==> config.mk <==
export PLATFORM = sky130hd
export DESIGN_NAME = multicycle_control
export DESIGN_NICKNAME = d
export VERILOG_FILES = /design/src/rtl/multicycle_control.sv
export SDC_FILE = /design/constraint.sdc
export NUM_CORES = 1
export LEC_CHECK = 0
export ABC_AREA = 0
export CAP_MARGIN = 0
export CORE_ASPECT_RATIO = 1.4
export CORE_MARGIN = 4
export CORE_UTILIZATION = 45
export CTS_CLUSTER_DIAMETER = 100
export CTS_CLUSTER_SIZE = 16
export DETAILED_ROUTE_END_ITERATION = 6
export HOLD_SLACK_MARGIN = 0.08
export PLACE_DENSITY = 0.73
export SYNTH_ARGS = -nofsm -noshare
export SYNTH_HDL_FRONTEND = slang
export SYNTH_SLANG_ARGS = --single-unit
export TNS_END_PERCENT = 20
==> constraint.sdc <==
create_clock -name clk -period 2.1 [get_ports clk]
set_input_delay 0.525 -clock clk [delete_from_list [all_inputs] [get_ports clk]]
set_output_delay 0.525 -clock clk [all_outputs]
set_load 0.005 [all_outputs]
==> src/rtl/multicycle_control.sv <==
// multicycle_control
//   Main control FSM for the multi-cycle MiniMIPS datapath. Each instruction is
//   sequenced through FETCH/DECODE/execute/memory/writeback states, and the FSM
//   drives the shared-datapath enables for the PC, IR, memory, register file and
//   ALU operand muxes. It also handles the memory-ready handshake, traps on
//   illegal opcodes, and counts retired instructions.
// Parameters
//   OPW    opcode width (>=4); any set bit in opcode[OPW-1:4] makes it illegal
//   CNT_W  retired-instruction counter width (the counter wraps)
// Ports
//   clk, rst_n          clock; synchronous active-low reset
//   opcode              IR opcode field, sampled only in DECODE
//   mem_ready           memory done (used in FETCH, MEMRD and MEMWR only)
//   PCWrite .. ALUop    datapath control strobes and mux selects
//   illegal             sticky trap flag, cleared only by reset
//   instr_count         number of instructions retired since reset
module multicycle_control #(
   parameter int OPW   = 4,
   parameter int CNT_W = 16
) (
   input  logic             clk,
   input  logic             rst_n,
   input  logic [OPW-1:0]   opcode,
   input  logic             mem_ready,
   output logic             PCWrite,
   output logic             PCWriteCond,
   output logic             PCWriteCondNe,
   output logic             IorD,
   output logic             MemRead,
   output logic             MemWrite,
   output logic             IRWrite,
   output logic             MemtoReg,
   output logic             RegDst,
   output logic             RegWrite,
   output logic             ALUSrcA,
   output logic [1:0]       ALUSrcB,
   output logic             PCSource,
   output logic [2:0]       ALUop,
   output logic             illegal,
   output logic [CNT_W-1:0] instr_count
);

   typedef enum logic [3:0] {
      IDLE   = 4'd0,
      FETCH  = 4'd1,
      DECODE = 4'd2,
      MEMADR = 4'd3,
      MEMRD  = 4'd4,
      MEMWB  = 4'd5,
      MEMWR  = 4'd6,
      EXEC   = 4'd7,
      ALUWB  = 4'd8,
      IMMEX  = 4'd9,
      IMMWB  = 4'd10,
      BRANCH = 4'd11,
      TRAP   = 4'd12
   } state_t;

   state_t           state_r;
   state_t           next_state_s;
   logic [3:0]       op_r;
   logic             illegal_r;
   logic [CNT_W-1:0] count_r;
   logic             retire_s;

   // Returns 1 when every opcode bit above the 4-bit base field is clear.
   function automatic logic upper_zero(input logic [OPW-1:0] op);
      logic z;
      z = 1'b1;
      for (int i = 4; i < OPW; i++) begin
         z = z & ~op[i];
      end
      return z;
   endfunction

   // Maps an opcode to the first state after DECODE.
   function automatic state_t decode_target(input logic [OPW-1:0] op);
      state_t t;
      if (!upper_zero(op)) begin
         t = TRAP;
      end else begin
         case (op[3:0])
            4'b0000:                            t = EXEC;
            4'b0001, 4'b0010, 4'b0011,
            4'b0100, 4'b0111:                   t = IMMEX;
            4'b0101, 4'b0110:                   t = BRANCH;
            4'b1000, 4'b1001:                   t = MEMADR;
            default:                            t = TRAP;
         endcase
      end
      return t;
   endfunction

   assign illegal     = illegal_r;
   assign instr_count = count_r;

   // Next-state logic and Moore output decode. Outputs come from the state
   // register, except that IRWrite/PCWrite in FETCH wait for mem_ready.
   always_comb begin
      next_state_s  = state_r;
      retire_s      = 1'b0;
      PCWrite       = 1'b0;
      PCWriteCond   = 1'b0;
      PCWriteCondNe = 1'b0;
      IorD          = 1'b0;
      MemRead       = 1'b0;
      MemWrite      = 1'b0;
      IRWrite       = 1'b0;
      MemtoReg      = 1'b0;
      RegDst        = 1'b0;
      RegWrite      = 1'b0;
      ALUSrcA       = 1'b0;
      ALUSrcB       = 2'b00;
      PCSource      = 1'b0;
      ALUop         = 3'b000;
      case (state_r)
         IDLE: begin
            next_state_s = FETCH;
         end
         FETCH: begin
            MemRead = 1'b1;
            ALUSrcB = 2'b01;
            if (mem_ready) begin
               IRWrite      = 1'b1;
               PCWrite      = 1'b1;
               next_state_s = DECODE;
            end else begin
               next_state_s = FETCH;
            end
         end
         DECODE: begin
            ALUSrcB      = 2'b11;
            next_state_s = decode_target(opcode);
         end
         MEMADR: begin
            ALUSrcA = 1'b1;
            ALUSrcB = 2'b10;
            if (op_r == 4'b1000) begin
               next_state_s = MEMRD;
            end else begin
               next_state_s = MEMWR;
            end
         end
         MEMRD: begin
            MemRead = 1'b1;
            IorD    = 1'b1;
            if (mem_ready) begin
               next_state_s = MEMWB;
            end else begin
               next_state_s = MEMRD;
            end
         end
         MEMWB: begin
            RegWrite     = 1'b1;
            MemtoReg     = 1'b1;
            retire_s     = 1'b1;
            next_state_s = FETCH;
         end
         MEMWR: begin
            MemWrite = 1'b1;
            IorD     = 1'b1;
            if (mem_ready) begin
               retire_s     = 1'b1;
               next_state_s = FETCH;
            end else begin
               next_state_s = MEMWR;
            end
         end
         EXEC: begin
            ALUSrcA      = 1'b1;
            ALUop        = 3'b010;
            next_state_s = ALUWB;
         end
         ALUWB: begin
            RegWrite     = 1'b1;
            RegDst       = 1'b1;
            retire_s     = 1'b1;
            next_state_s = FETCH;
         end
         IMMEX: begin
            ALUSrcA = 1'b1;
            ALUSrcB = 2'b10;
            case (op_r)
               4'b0001: ALUop = 3'b000;
               4'b0010: ALUop = 3'b011;
               4'b0011: ALUop = 3'b100;
               4'b0100: ALUop = 3'b101;
               4'b0111: ALUop = 3'b110;
               default: ALUop = 3'b000;
            endcase
            next_state_s = IMMWB;
         end
         IMMWB: begin
            RegWrite     = 1'b1;
            retire_s     = 1'b1;
            next_state_s = FETCH;
         end
         BRANCH: begin
            ALUSrcA  = 1'b1;
            ALUop    = 3'b001;
            PCSource = 1'b1;
            if (op_r == 4'b0101) begin
               PCWriteCond = 1'b1;
            end else begin
               PCWriteCondNe = 1'b1;
            end
            retire_s     = 1'b1;
            next_state_s = FETCH;
         end
         TRAP: begin
            next_state_s = TRAP;
         end
         default: begin
            next_state_s = IDLE;
         end
      endcase
   end

   // State, latched opcode, trap flag and retire counter; reset overrides any
   // state, including one that is stalled on memory.
   always_ff @(posedge clk) begin
      if (!rst_n) begin
         state_r   <= IDLE;
         op_r      <= 4'b0000;
         illegal_r <= 1'b0;
         count_r   <= {CNT_W{1'b0}};
      end else begin
         state_r <= next_state_s;
         if (state_r == DECODE) begin
            op_r <= opcode[3:0];
         end else begin
            op_r <= op_r;
         end
         if (next_state_s == TRAP) begin
            illegal_r <= 1'b1;
         end else begin
            illegal_r <= illegal_r;
         end
         if (retire_s) begin
            count_r <= count_r + {{(CNT_W-1){1'b0}}, 1'b1};
         end else begin
            count_r <= count_r;
         end
      end
   end

endmodule
-- Yosys cells after proc, flatten, opt, wreduce, memory -nomap -nowiden
Memory sizes are Yosys's and may differ from the RTL's.
Cells that the tools add are included.
- output and inout bits: 34
- bits in read-only memories: 64
- input port bits: 7
- logic and storage cells: 56
- memories kept: 1
- bits in registers: 25
- reduce and logical (&&, ||, !) cells: 8
- equality and inequality tests: 19
- add/subtract/negate cells: 1
- mux-type cells: 23
- memories (memory ; words ; width ; rd ports ; clocked after memory_dff ; wr ports ; RTL line ; text):
    (no name shown) ; 16 ; 4 ; 1 ; 0 ; 0 ; 82 ; case (op[3:0])
- operators with widths (operator ; number):
    case mux 4 bit (9 select lines) ; 1
    == test 4 x 3 -> 1 bit (second input constant) ; 7
    == test 4 bit (second input constant) ; 7
    adder 16 x 1 -> 16 bit (second input constant) ; 1
    == test 4 x 2 -> 1 bit (second input constant) ; 4
    two-way mux 1 bit ; 15
    case mux 3 bit (4 select lines) ; 1
    case mux 3 bit (3 select lines) ; 1
    OR reduction 4 bit ; 2
    case mux 2 bit (3 select lines) ; 1
    OR reduction 2 bit ; 3
    OR reduction 5 bit ; 1
    == test 4 x 1 -> 1 bit (second input constant) ; 1
    zero test 4 bit ; 1
    two-way mux 2 bit ; 2
    two-way mux 3 bit ; 1
    OR reduction 3 bit ; 1
    case mux 1 bit (2 select lines) ; 1

-- Logic depth before layout (Yosys ltp)
Gate-level depths: netlist of run 1.
- word-level depth: 4
- depth in mapped cells: 6
- mapped depth without buffers: 6

-- Worst setup path after synthesis of run 1
Ideal clock, no wire load.
- kind: flip-flop to output port
- start: register state_r[1]
- end: output port ALUop[0]
- arrival time: 1.231 ns
- slack: 0.344 ns
- cell stages (with the launch flop): 5
- cells stage by stage: dfxtp_1 -> clkbuf_4 -> nand3b_1 -> or3_1 -> o31ai_1
- word-level cells in the longest chain between the ends: 2
- elaborated cells between the ends (all ways): 4
- ends and longest elaborated chain (element ; RTL line ; text):
    start: declaration ; 59 ; state_t state_r;
    start signal: assignment ; 228 ; state_r <= next_state_s;
    == test 4 bit / == test 4 x 3 -> 1 bit (equally long branches) ; 116 ; case (state_r)
    case mux 3 bit (3 select lines) * ; 116 ;
    end: declaration ; 38 ; output logic [2:0] ALUop,
Mark *: on every way between the ends. The rest lies on a longest branch, timed or not.

-- Worst setup path after layout of run 1
- start: register state_r[3]
- end: output port MemWrite
- word-level cells in the longest chain between the ends: 2
- ends and longest elaborated chain (element ; RTL line ; text):
    == test 4 x 3 -> 1 bit ; 116 ;
    two-way mux 1 bit ; 116 ;
    end: declaration ; 30 ; output logic MemWrite,
No other way between the ends.

==> results of run 1 <==
timing repair:
action                     in CTS  in global routing
setup endpoints to repair      17                  8
gates resized for setup        29                  3
pin swaps                       0                  1
how the worst max path moves through the flow:
stage / from / endpoint / cells after the start
after global routing: state_r[2] / IRWrite / 5
after floorplan: state_r[1] / ALUop[0] / 4
after global placement: opcode[0] / illegal / 8
after CTS: state_r[0] / PCWrite / 4
final: state_r[3] / MemWrite / 5
after detailed placement: opcode[1] / illegal / 8
worst register-to-register path, delay by kind of cell (launching register included):
| family | cells | cell delay (ps) |
|---|---|---|
| compound gates | 2 | 550 |
| buf+inv | 2 | 370 |
| flops | 1 | 340 |
| simple gates | 1 | 220 |
| mux | 1 | 210 |
cell type report:
type | count | share of cell area (%)
multi-input combinational | 161 | 49.08
timing repair buffer | 60 | 23.72
sequential | 25 | 21.82
tap | 42 | 2.280
clock buffer | 4 | 1.954
inverter | 7 | 1.140
metrics by stage:
| step | cell area [µm²] | setup slack, ps | cells | utilization (%) | power, µW |
|---|---|---|---|---|---|
| floorplan | 1714 | 344.4 | 207 | - | 645.4 |
| global placement | 2235 | -126.6 | 295 | 60.79 | 744.7 |
| detailed placement | 2235 | -150.1 | 295 | 60.79 | 747.0 |
| CTS | 2298 | -115.2 | 299 | 62.53 | 1029 |
| global route | 2305 | -178.5 | 299 | 62.70 | 1070 |
| finish | 2305 | -88.37 | 299 | 62.70 | 1022 |
layout by cell type, fill, tap and decap left out, drive strengths merged, types with 2 or more instances in the layout:
cell	n
o21ai	7
mux2i	18
o211a	2
nor2b	5
ha	2
o22ai	3
nand3	7
and2	2
o2111a	2
dfxtp	25
a21boi	3
a211oi	7
buf	22
xnor2	2
clkbuf	4
nand4	3
nand2b	22
a21oi	13
and4	3
nor3	4
nor3b	2
inv	7
nor2	10
a21o	2
and3	2
dlygate4sd2	9
nand2	23
clkdlybuf4s50	27
layer usage:
| metal | wire length, µm | part of all wire, % | vias to the layer above | GRT usage, % |
|---|---|---|---|---|
| met5 | 0 | 0 | - | 0 |
| met4 | 70 | 1.7 | 0 | 6.208 |
| met3 | 200 | 4.8 | 7 | 2.385 |
| met2 | 2070 | 50 | 45 | 29.98 |
| met1 | 1826 | 44 | 765 | 23.57 |
| li1 | - | - | 840 | - |
sequential cells by signal, indices dropped and copies added, names as in the netlist:
| name | flops |
|---|---|
| op_r | 4 |
| state_r | 4 |
| instr_count | 16 |
| illegal | 1 |
power breakdown:
| part | total, µW | leakage (µW) | internal, µW | switching [µW] |
|---|---|---|---|---|
| Combinational | 237 | 0.000667 | 119 | 118 |
| Clock | 287 | 0.0000228 | 136 | 151 |
| Sequential | 498 | 0.000203 | 486 | 11.9 |
cells by family after synthesis:
kind of cell    Yosys count  share of synthesized area (%)
compound gates           46                          20.59
xor+xnor                  2                          1.022
fa+ha+maj                 2                          1.460
buf+inv                  21                          6.350
flops                    25                          29.20
mux                      19                          11.17
simple gates             92                          30.22
==> summary.txt, run 1 <==
====================================================================================
Residual overflow from global routing .................................            0
DIE AREA .............................................................. 0.004874 mm²
Detailed-route vias per instance ......................................        5.542
Drt first-iter violations .............................................           56
Area grow syn2layout ..................................................       34.45%
Cell type contributing the most total cell area after synthesis ....... sky130_fd_sc_hd__dfxtp_1
Latest clock arrival within the worst-skew pair .......................       270 ps
List of most frequent post-synthesis cells ............................ sky130_fd_sc_hd__dfxtp_1 (25), sky130_fd_sc_hd__nand2_1 (23), sky130_fd_sc_hd__nand2b_1 (22), sky130_fd_sc_hd__mux2i_1 (18), sky130_fd_sc_hd__a21oi_1 (12)
Setup slack, reg-to-reg ...............................................       340 ps
Startpoint of the worst-slack reg-to-reg timing path ..................   state_r[3]
Routed WL per cell ....................................................     13.94 µm
Initial Utilization ...................................................       46.63%
Horizontal extent of the die ..........................................     60.16 µm
Async SR Flop Fraction ................................................           0%
CP delay by family, top ............................................... buffers and inverters
Detailed-route DRC error count ........................................            0
CP cell instances ..................................................... buf_8 > nand2b_1 > nor2_1 > and2_1 > clkdlybuf4s50_1
Worst Hold Path Cells .................................................            2
Hold path startpoint .................................................. instr_count[15]
Startpoint type of the worst setup path ...............................    flip-flop
Cell type of the slowest stage on the worst timing path ............... sky130_fd_sc_hd__clkdlybuf4s50_1
R2r worst-path depth ..................................................            6
Net count after synthesis .............................................          216
Maximum number of pins on one net before global-route repair ..........           32
Worst-margin pin slew .................................................     464.5 ps
Tcrit/Tclk final ......................................................       104.2%
Number of synthesized register bits ...................................           25
Violations in the final reports ....................................... setup timing
First-pass iteration count of the detailed router .....................            4
Mean instance size in the synthesized netlist .........................    8.281 µm²
Static leakage power .................................................. 0.0008925 µW
Routed via count ......................................................         1657
Register clock-pin slew on the reported worst setup and hold paths ....        90 ps
CTS buffer count ......................................................            3
Worst Hold Endpoint ................................................... instr_count[15]
Final net count .......................................................          267
Final Setup Violations ................................................            4
Final weighted congestion of routability-driven global placement ......       0.8563
Final-layout fill cell count ..........................................          342
Combined area of the multi-input logic cells .......................... 0.001131 mm²
Layout Skew ...........................................................     7.350 ps
Post-layout min period ................................................      2188 ps
Peak fanout along the critical path ...................................           19
TritonCTS clock tree ..................................................          yes
P per Cell Area ....................................................... 443.5 mW/mm²
CP required ...........................................................      1570 ps
Total number of placement rows ........................................           26
Worst min path class ..................................................      reg2reg
Clock root buffer ..................................................... sky130_fd_sc_hd__clkbuf_8
IO Count ..............................................................           41
Initial antenna violation count .......................................            0
Clock Tree Buf Depth ..................................................            2
Number of different library cells in the post-synthesis netlist .......           50
Count of mapped cells out of synthesis ................................          207
Number of antenna diodes ..............................................            0
Synth Cell Area ....................................................... 0.001714 mm²
First-pass GRT wire length ............................................     6.920 mm
Kind of critical path .................................................      reg2out
# Post-CTS Setup Buffers ..............................................            0
Yosys Warn Count ......................................................            0
Worst IR drop on VDD ..................................................    0.4350 mV
Routed WL .............................................................     4.168 mm
Total area of sequential cells ........................................    503.0 µm²
CTS H-Tree Depth ......................................................            1
Delay of the slowest critical-path stage ..............................       490 ps
Antenna Violating Nets Remaining ......................................            0
Port-buffer cells .....................................................           40
Unrepaired setup endpoints after global routing .......................         true
Most instantiated library cell after synthesis ........................ sky130_fd_sc_hd__dfxtp_1
Final sum of negative setup slack .....................................    -257.7 ps
Endpoint type of the worst setup path .................................  output port
Number of hold violations in the final report .........................            0
Number of enable flip-flop cells after synthesis ......................            0
Total routing usage reported by global routing ........................       18.06%
Pins Over Slew Limit ..................................................            0
Ranking of synthesized cells by area .................................. sky130_fd_sc_hd__dfxtp_1 (29%), sky130_fd_sc_hd__mux2i_1 (11%), sky130_fd_sc_hd__nand2b_1 (8.0%)
Clock tree sinks ......................................................           25
Sequential element share of the synthesized area ......................       29.20%
Setup WS post-layout ..................................................    -88.37 ps
Share of final-layout standard cells stronger than drive strength 1 ...       15.95%
Vias in the first global route ........................................         1491
Max Cap Violations ....................................................            0
Die height ............................................................     81.03 µm
Data arrival time of the critical path ................................      1660 ps
Max Clock Freq ........................................................   0.4570 GHz
Floorplan core area ................................................... 0.003676 mm²
Count of buffering cells on the critical path with inverters included .            2
Remaining max-slew budget at the tightest pin .........................       68.96%
Outcome ............................................................... complete, but fails checks
HPWL after DPL ........................................................     3.056 mm
Post-synth top flop ................................................... sky130_fd_sc_hd__dfxtp_1
Quantity of hold-fixing buffers added after cts .......................            0
Worst Hold Slack ......................................................     481.2 ps
Proportion of netlist area held by the largest area contributor .......       29.20%
Reg2Reg Capture Point ................................................. instr_count[5]
====================================================================================
Note: power is estimated with default switching activity, not from simulation.
==> run 2, diff against run 1 <==
--- a/config.mk
+++ b/config.mk
@@ -5,7 +5,6 @@
 export SDC_FILE = /design/constraint.sdc
 export NUM_CORES = 1
 export LEC_CHECK = 0
-export ABC_AREA = 0
 export CAP_MARGIN = 0
 export CORE_ASPECT_RATIO = 1.4
 export CORE_MARGIN = 4
==> results of run 2 <==
No change in the layout: final DEF, timing and power equal those of run 1.
==> run 3, diff against run 2 <==
--- a/config.mk
+++ b/config.mk
@@ -7,7 +7,7 @@
 export LEC_CHECK = 0
 export CAP_MARGIN = 0
 export CORE_ASPECT_RATIO = 1.4
-export CORE_MARGIN = 4
+export CORE_MARGIN = 2
 export CORE_UTILIZATION = 45
 export CTS_CLUSTER_DIAMETER = 100
 export CTS_CLUSTER_SIZE = 16
==> run 3 against run 2 <==
The flow still finishes with violations (setup timing); clock power about the same; wire length down 1.1%; cell area increased by 4.8%; core utilization increased by 3.6 points; clock-buffer cell count did not move; total power rose by 3.6%; sequential power is 0.8% higher; setup slack improved by 50 ps; non-clock buffer count grew 2; clock skew is 2.0 ps lower; die area shrank 11%; largest cell class unchanged; largest power group unchanged.
==> summary.txt, run 3 (synthesized netlist as in run 1, its figures left out) <==
====================================================================================
Outcome ............................................................... complete, but fails checks
Violations in the final reports ....................................... setup timing
Worst Hold Path Cells .................................................            2
Layout Skew ...........................................................     5.393 ps
Most frequent cells in the layout ..................................... sky130_fd_sc_hd__clkdlybuf4s50_1 (24), sky130_fd_sc_hd__nand2_1 (23), sky130_fd_sc_hd__dfxtp_1 (21), sky130_fd_sc_hd__nand2b_1 (19), sky130_fd_sc_hd__mux2i_1 (18)
CP delay by family, top ............................................... simple AND/OR/NAND/NOR gates
Final net count .......................................................          269
CP cell instances ..................................................... nand3b_1 > or3_4 > o31ai_2 > clkdlybuf4s15_2
Number of antenna diodes ..............................................            0
Area grow syn2layout ..................................................       40.95%
Startpoint type of the worst setup path ...............................    flip-flop
Vias in the first global route ........................................         1559
Number of hold violations in the final report .........................            0
Hold path startpoint .................................................. instr_count[15]
Pins Over Slew Limit ..................................................            0
Peak fanout along the critical path ...................................            3
Setup slack, reg-to-reg ...............................................       350 ps
Residual overflow from global routing .................................            0
Sequential cell fraction of total power ...............................        47.4%
Max Clock Freq ........................................................   0.4677 GHz
Register clock-pin slew on the reported worst setup and hold paths ....        90 ps
IO Count ..............................................................           41
Detailed-route DRC error count ........................................            0
Initial antenna violation count .......................................            0
CP required ...........................................................      1570 ps
Static leakage power ..................................................  0.001004 µW
Final sum of negative setup slack .....................................    -37.95 ps
Detailed-route vias per instance ......................................        5.654
First-pass GRT wire length ............................................     6.844 mm
Kind of critical path .................................................      reg2out
TritonCTS clock tree ..................................................          yes
First-pass iteration count of the detailed router .....................            4
Max Cap Violations ....................................................            0
Critical path origin ..................................................   state_r[1]
Flip-flop count of the largest register after layout ..................           16
Count of buffering cells on the critical path with inverters included .            1
Tcrit/Tclk final ......................................................       101.8%
Clk pwr share .........................................................        27.2%
Maximum number of pins on one net before global-route repair ..........           30
Worst Hold Endpoint ................................................... instr_count[15]
Quantity of hold-fixing buffers added after cts .......................            0
Cell type of the slowest stage on the worst timing path ............... sky130_fd_sc_hd__or3_4
Internal power ........................................................     767.7 µW
Floorplan core area ................................................... 0.003643 mm²
Final-layout fill cell count ..........................................          316
P per Cell Area ....................................................... 438.1 mW/mm²
Leading cell type in the layout, fill and taps excluded ............... sky130_fd_sc_hd__clkdlybuf4s50_1
Remaining max-slew budget at the tightest pin .........................       70.11%
Reg2Reg Capture Point ................................................. instr_count[12]
R2r worst-path depth ..................................................            6
CTS buffer count ......................................................            3
Worst-margin pin slew .................................................     447.4 ps
Clock root buffer ..................................................... sky130_fd_sc_hd__clkbuf_8
Share of total power consumed by net switching ........................       27.48%
Total number of placement rows ........................................           26
Drt first-iter violations .............................................           32
Latest clock arrival within the worst-skew pair .......................       270 ps
Final Setup Violations ................................................            1
Worst min path class ..................................................      reg2reg
Total design power ....................................................      1059 µW
Switching Power .......................................................     290.9 µW
Worst IR drop on VDD ..................................................    0.4685 mV
Die height ............................................................     77.03 µm
Gate power share ......................................................        25.4%
Setup WS post-layout ..................................................    -37.95 ps
Startpoint of the worst-slack reg-to-reg timing path ..................   state_r[1]
Routed WL .............................................................     4.121 mm
Delay of the slowest critical-path stage ..............................       370 ps
Port-buffer cells .....................................................           40
Horizontal extent of the die ..........................................     56.16 µm
Unrepaired setup endpoints after global routing .......................         true
Final weighted congestion of routability-driven global placement ......       0.8457
Routed via count ......................................................         1702
Worst Hold Slack ......................................................     471.2 ps
Share of final-layout standard cells stronger than drive strength 1 ...       18.53%
HPWL after DPL ........................................................     2.991 mm
Data arrival time of the critical path ................................      1610 ps
Endpoint type of the worst setup path .................................  output port
Antenna Violating Nets Remaining ......................................            0
Routed WL per cell ....................................................     13.69 µm
CTS H-Tree Depth ......................................................            1
Clock tree sinks ......................................................           25
Clock Tree Buf Depth ..................................................            2
Total routing usage reported by global routing ........................       19.08%
Post-layout min period ................................................      2138 ps
Initial Utilization ...................................................       47.05%
DIE AREA .............................................................. 0.004326 mm²
====================================================================================
run 3: final cells by class:
cell class	instances	area (µm²)	share of cell area, %
Tap cell	42	52.55	2.175
Inverter	7	26.28	1.088
Sequential cell	25	508.0	21.03
Multi-Input combinational cell	161	1164	48.16
Clock buffer	4	45.04	1.864
Timing Repair Buffer	62	620.6	25.69
run 3: worst max-delay path by stage:
stage / slack [ps] / end / cells after the start
floorplan: 340 / ALUop[0] / 4
global placement: -120 / illegal / 8
detailed placement: -130 / illegal / 8
CTS: -120 / ALUSrcB[0] / 4
global route: -90 / ALUop[0] / 4
finish: -40 / ALUop[0] / 4
run 3: metal layers:
layer  global-route usage, %  up-vias  part of all wire, %  wire, µm
li1                        -      852                    -         -
met1                   21.88      789                   41      1700
met2                   34.82       52                   51      2104
met3                   1.686        9                  4.8       198
met4                   8.810        0                  2.8       116
met5                       0        -                    0         0
run 3: worst register-to-register path: stages (launching register included):
cell,delay [ps]
sky130_fd_sc_hd__dfxtp_2,350
sky130_fd_sc_hd__buf_8,170
sky130_fd_sc_hd__and4bb_2,270
sky130_fd_sc_hd__buf_4,140
sky130_fd_sc_hd__a21oi_4,370
sky130_fd_sc_hd__a211oi_1,180
sky130_fd_sc_hd__mux2i_1,150
run 3: repair_timing:
item                                    in CTS  in global routing
resized for setup                           23                 21
pin swaps                                    2                  1
cloned                                       0                  1
buffers inserted                             0                  1
endpoints found under the setup margin      16                 10
run 3: power groups by stage:
stage | clock [µW] | combinational [µW] | sequential (µW)
detailed placement | 0 | 238 | 507
floorplan | 0 | 140 | 505
finish | 288 | 269 | 502
CTS | 297 | 244 | 498
global route | 310 | 295 | 504
global placement | 0 | 238 | 507
run 3: per-stage QoR:
step,utilization [%],setup slack [ps],cells,instance area [µm²]
final,66.31,-37.95,301,2416
after global routing,66.31,-90.88,301,2416
after CTS,63.77,-119.4,299,2323
after detailed placement,61.33,-129.3,295,2235
after global placement,61.33,-124.5,295,2235
after floorplan,-,344.4,207,1714
